**config.mk**
```make
export PLATFORM = sky130hd
export DESIGN_NAME = clk_div_ctrl
export DESIGN_NICKNAME = d
export VERILOG_FILES = /design/src/rtl/clk_div_ctrl_pkg.sv /design/src/rtl/clk_div_ctrl_div_core.sv /design/src/rtl/clk_div_ctrl.sv
export SDC_FILE = /design/constraint.sdc
export NUM_CORES = 1
export LEC_CHECK = 0
export BUFFER_PORTS_ARGS = -buffer_cell sky130_fd_sc_hd__buf_2
export CAP_MARGIN = 10
export CORE_MARGIN = 2
export CORE_UTILIZATION = 45
export CTS_BUF_LIST = sky130_fd_sc_hd__clkbuf_16
export CTS_CLUSTER_DIAMETER = 50
export DETAILED_ROUTE_END_ITERATION = 6
export GPL_ROUTABILITY_DRIVEN = 0
export PLACE_DENSITY = 0.65
export SLEW_MARGIN = 0
export SYNTH_ARGS = -nofsm -noshare
export SYNTH_HDL_FRONTEND = slang
export SYNTH_SLANG_ARGS = --single-unit
```
**constraint.sdc**
```tcl
create_clock -name i_clk -period 3.9 [get_ports i_clk]
set_clock_uncertainty 0.2 [all_clocks]
set_input_delay 0 -clock i_clk [delete_from_list [all_inputs] [get_ports i_clk]]
set_output_delay 0 -clock i_clk [all_outputs]
set_load 0.01 [all_outputs]
```
**src/rtl/clk_div_ctrl_pkg.sv**
```systemverilog
// rtl/clk_div_ctrl_pkg.sv - shared state encodings and defaults for the clock divider controller
package clk_div_ctrl_pkg;

    typedef enum logic [1:0] {
        ST_IDLE = 2'd0,
        ST_RUN  = 2'd1,
        ST_PEND = 2'd2,
        ST_ILL  = 2'd3
    } state_t;

    localparam int DEFAULT_DIV_P = 2;

endpackage

```
**src/rtl/clk_div_ctrl_div_core.sv**
```systemverilog
// rtl/clk_div_ctrl_div_core.sv - half-period counter, terminal-count compare, tick and clk_out registers
module div_core #(
    parameter int DIV_W = 8
) (
    input  logic             i_clk,
    input  logic             i_rst,
    input  logic             i_run,
    input  logic [DIV_W-1:0] i_div,
    output logic             o_tc,
    output logic             o_tick,
    output logic             o_clk_out
);

    logic [DIV_W-1:0] r_count;

    assign o_tc = i_run && (r_count == i_div);

    // clk_out is forced low whenever not running so no stale level survives an FSM recovery
    always_ff @(posedge i_clk or posedge i_rst) begin
        if (i_rst) begin
            r_count   <= '0;
            o_tick    <= 1'b0;
            o_clk_out <= 1'b0;
        end else if (!i_run) begin
            r_count   <= '0;
            o_tick    <= 1'b0;
            o_clk_out <= 1'b0;
        end else if (o_tc) begin
            r_count   <= '0;
            o_tick    <= 1'b1;
            o_clk_out <= ~o_clk_out;
        end else begin
            r_count   <= r_count + 1'b1;
            o_tick    <= 1'b0;
        end
    end

endmodule

```
**src/rtl/clk_div_ctrl.sv**
```systemverilog
// rtl/clk_div_ctrl.sv - programmable clock-enable generator with glitch-free divisor reload
// Optional tick counter output enabled by CLKDIV_TICK_COUNT_EN.
module clk_div_ctrl
    import clk_div_ctrl_pkg::*;
#(
    parameter int DIV_W       = 8,
    parameter int DEFAULT_DIV = DEFAULT_DIV_P
`ifdef CLKDIV_TICK_COUNT_EN
    ,
    parameter int CNT_W       = 16
`endif
) (
    input  logic             i_clk,
    input  logic             i_rst,
    input  logic             i_en,
    input  logic             i_cfg_valid,
    input  logic [DIV_W-1:0] i_cfg_div,
    output logic             o_cfg_ready,
    output logic             o_tick,
    output logic             o_clk_out,
    output logic             o_busy
`ifdef CLKDIV_TICK_COUNT_EN
    ,
    output logic [CNT_W-1:0] o_tick_count
`endif
);

    state_t           r_state;
    state_t           w_state_nxt;
    logic [DIV_W-1:0] r_div;
    logic [DIV_W-1:0] w_div_nxt;
    logic [DIV_W-1:0] r_pend;
    logic [DIV_W-1:0] w_pend_nxt;
    logic             w_run;
    logic             w_tc;
    logic             w_accept;
    logic             w_stop;

    assign w_run       = (r_state == ST_RUN) || (r_state == ST_PEND);
    assign o_cfg_ready = (r_state == ST_IDLE) || (r_state == ST_RUN);
    assign o_busy      = (r_state != ST_IDLE);
    assign w_accept    = i_cfg_valid && o_cfg_ready;
    // Stopping is only allowed at the end of a high half-period
    assign w_stop      = w_tc && !i_en && o_clk_out;

    div_core #(
        .DIV_W (DIV_W)
    ) u_div_core (
        .i_clk     (i_clk),
        .i_rst     (i_rst),
        .i_run     (w_run),
        .i_div     (r_div),
        .o_tc      (w_tc),
        .o_tick    (o_tick),
        .o_clk_out (o_clk_out)
    );

    always_comb begin
        w_state_nxt = r_state;
        w_div_nxt   = r_div;
        w_pend_nxt  = r_pend;
        case (r_state)
            ST_IDLE: begin
                if (w_accept) w_div_nxt = i_cfg_div;
                if (i_en)     w_state_nxt = ST_RUN;
            end
            ST_RUN: begin
                if (w_stop) begin
                    w_state_nxt = ST_IDLE;
                    if (w_accept) w_div_nxt = i_cfg_div;
                end else if (w_accept) begin
                    w_pend_nxt  = i_cfg_div;
                    w_state_nxt = ST_PEND;
                end
            end
            ST_PEND: begin
                if (w_tc) begin
                    w_div_nxt   = r_pend;
                    w_state_nxt = w_stop ? ST_IDLE : ST_RUN;
                end
            end
            default: w_state_nxt = ST_IDLE;
        endcase
    end

    always_ff @(posedge i_clk or posedge i_rst) begin
        if (i_rst) begin
            r_state <= ST_IDLE;
            r_div   <= DIV_W'(DEFAULT_DIV);
            r_pend  <= '0;
        end else begin
            r_state <= w_state_nxt;
            r_div   <= w_div_nxt;
            r_pend  <= w_pend_nxt;
        end
    end

`ifdef CLKDIV_TICK_COUNT_EN
    always_ff @(posedge i_clk or posedge i_rst) begin
        if (i_rst) begin
            o_tick_count <= '0;
        end else if (o_tick) begin
            o_tick_count <= o_tick_count + CNT_W'(1);
        end
    end
`endif

endmodule
```
==> flow_summary.ini <==
[clocking]
clock_path_buffers = 2
clock-sinks = 28
cts_setup_buffers = 0
numCtsBuffers = 3
root_buffer = clkbuf_16
clk_pin_slew_ps = 70
insertion_delay_ps = 270
cts_tree = yes
cts_htree_levels = 1

[logic_synthesis]
synth_top_area_cell = dfrtp_1
synth.distinct_cells = 28
netlist_instances = 120
syn_nets = 137
synth_flop_cell = dfrtp_1
yosys-top-cells-area = dfrtp_1, mux2_2, xor2_1, ha_1, nor2_1
synth_edf_count = 0
synth_top_area_share_pct = 45.96
netlist_area_mm2 = 0.001470
ys.warnings.count = 0
synth-seq-cells = 28
yosysMostFrequentCell = dfrtp_1
ys_seq_area_share_pct = 47.74
synth_common_cells = dfrtp_1, mux2_2, xor2_1, nor2_1, inv_1
avgSynthCellArea_um2 = 12.25
synthArstFlopShare_pct = 100.0

[global_route]
antenna_found_initial = 0
grt_pass1_vias = 973
grt_usage_pct = 16.82
grt_pass1_wl_um = 4450
overflow = 0
grt_max_degree = 29

[worst_setup_path]
worstSetupStartpointType = flip-flop
cp-end-kind = flip-flop
critPathKind = flip-flop to flip-flop
critPathMaxStageDelay_ps = 570
r2r_slack_ps = 1320
crit_slowest_cell = dlygate4sd3_1
crit_fanout = 9
worst_ep_arrival_time_ps = 2530
r2r-end = r_state[1]
cp_cell_sequence = xor2_1 -> nor4_2 -> nand3_2 -> o211ai_4 -> o32ai_1 -> dlygate4sd3_1
reg2reg_from = u_div_core.r_count[2]
worst_ep_required_time_ps = 3850
reg2reg_depth = 6

[timing]
fin_crit_ps = 2583
worstMarginPinSlew_ps = 511.8
drv_slew = 0
final-setup-viol-count = 0
finalHoldViolations = 0
max_freq_mhz = 387.2
rsz0062_at_grt = no
slew-limit-headroom_pct = 65.88
setup_tns_ps = 0
finalCritPeriodShare_pct = 66.22

[die]
fp-row-count = 20
core_area_mm2 = 0.003078
fp.dieH_um = 61.16
start_util_pct = 47.76
die_w_um = 61.16
dieArea_mm2 = 0.003740
num_io_pins = 16

[final_layout]
fin_nets = 167
diodes = 0
fillCellCount = 252
drive_gt1_share_pct = 37.58
area_growth_pct = 24.85

[pwr]
vdd_ir_drop_max_uv = 407.1
p_total_mw = 1.286
powerDensity_mw_per_mm2 = 700.4
leakagePower_nw = 0.8663

[detailed_routing]
via_per_inst = 4.891
via_count = 944
ant_nets = 0
dr.pass1.iters = 4
post-route-drc-count = 0
wirelength_um = 2586
drt_iter0_drc = 65
wl_per_cell_um = 13.40

[placement]
port_buffers = 15
dp_hpwl_um = 1906

[worst_hold_path]
worstHoldPathCells = 3
hold_path_end = r_pend[1]
hold_path_class = input pin to flip-flop
min_from = i_cfg_valid

[job]
cap_violations = 0

[outcome]
status = finished clean
-- worst max-delay path by stage --
| stage | cells after the start | to | slack, ps | start |
|---|---|---|---|---|
| floorplan | 5 | r_div[0] | 1820 | u_div_core.r_count[2] |
| global placement | 5 | r_div[5] | 1690 | r_state[0] |
| detailed placement | 5 | r_div[3] | 1600 | r_div[7] |
| CTS | 6 | r_state[1] | 1300 | r_div[7] |
| global route | 6 | r_state[1] | 1160 | r_div[7] |
| finish | 6 | r_state[1] | 1320 | u_div_core.r_count[2] |
-- critical path: cells and delay by family, from the launching register on --
kind	cells	cell delay (ps)
and+or+nand+nor	2	560
buffers and inverters	1	570
AOI/OAI and AO/OA	2	510
DFF	1	440
xor gates and xnor gates	1	190
-- sequential cells by signal, summed over array words and instances (netlist names) --
signal / flops
u_div_core.o_tick: 1
r_state: 2
u_div_core.r_count: 8
r_pend: 8
u_div_core.o_clk_out: 1
r_div: 8
-- per-stage QoR --
| stage | worst slack (ps) | area [um2] | hold WS (ps) | cells | util, % |
|---|---|---|---|---|---|
| global placement | 1688 | 1593 | 43.68 | 177 | 51.75 |
| finish | 1317 | 1836 | 39.40 | 193 | 59.63 |
| detailed placement | 1599 | 1593 | 52.68 | 177 | 51.75 |
| global route | 1160 | 1836 | 62.00 | 193 | 59.63 |
| CTS | 1297 | 1808 | 37.34 | 192 | 58.74 |
| floorplan | 1820 | 1470 | -135.3 | 120 | - |
-- cell type report --
class                      count  area, um2  share of cell area [%]
timing repair buffer          27      212.7                   11.59
tap                           44      55.05                   2.999
inverter                       7      26.28                   1.431
clock buffer                   3      75.07                   4.090
clock inverter                 1      30.03                   1.636
multi-input combinational     83      734.5                   40.01
sequential                    28      701.9                   38.24
-- repair_timing --
item                                   in CTS  in global routing
hold buffers                               11                  0
gates resized for setup                     0                  0
endpoints found under the hold margin      44                  0
-- routing by layer --
layer  vias to the layer above  global-route usage, %  routed length, um  part of all wire [%]
met1                       454                  20.84               1138                    44
met5                         -                      0                  0                     0
met3                         3                  5.042                 94                   3.6
met4                         0                  5.590                 36                   1.4
met2                        15                  28.12               1317                    51
li1                        472                      -                  -                     -
-- kinds of logic (layout without fill, tap and decap cells) --
logic type               count (synthesis)  in the layout  share of synthesized area (%)
AO/OA/AOI/OAI                            7              7                          5.277
adder cells (fa/ha/maj)                  5              5                          4.255
multiplexers                            26             26                          19.83
buffers and inverters                    9             38                          2.298
AND/OR/NAND/NOR                         30             30                          11.66
XOR/XNOR                                15             15                          8.936
flip-flops                              28             28                          47.75
-- placed cells by master (no fill, tap or decap) --
master         count
nand2b_1           2
xnor2_1            1
nand3_1            6
xor2_1            14
buf_16             1
and2_1             2
nand3_2            1
nor2_1            10
o221a_2            1
buf_2             15
a211oi_1           1
clkbuf_16          3
mux2_2            25
and2_2             1
dlygate4sd3_1     11
inv_1              7
mux2i_1            1
a21oi_1            1
o21bai_1           1
and3_2             1
a21oi_4            1
or2_2              2
ha_1               5
nor4_2             2
and3_1             1
bufinv_16          1
o32ai_1            1
nand2_1            1
dfstp_2            1
o211ai_4           1
nand4_1            1
dfrtp_1           27
-- power breakdown --
| group | total, mW | switching [mW] | leakage (nW) | internal, mW |
|---|---|---|---|---|
| logic | 0.499 | 0.235 | 0.465 | 0.264 |
| registers | 0.484 | 0.0790 | 0.350 | 0.405 |
| clock network | 0.303 | 0.0983 | 0.0511 | 0.205 |
(Power assumes the default switching activity.)
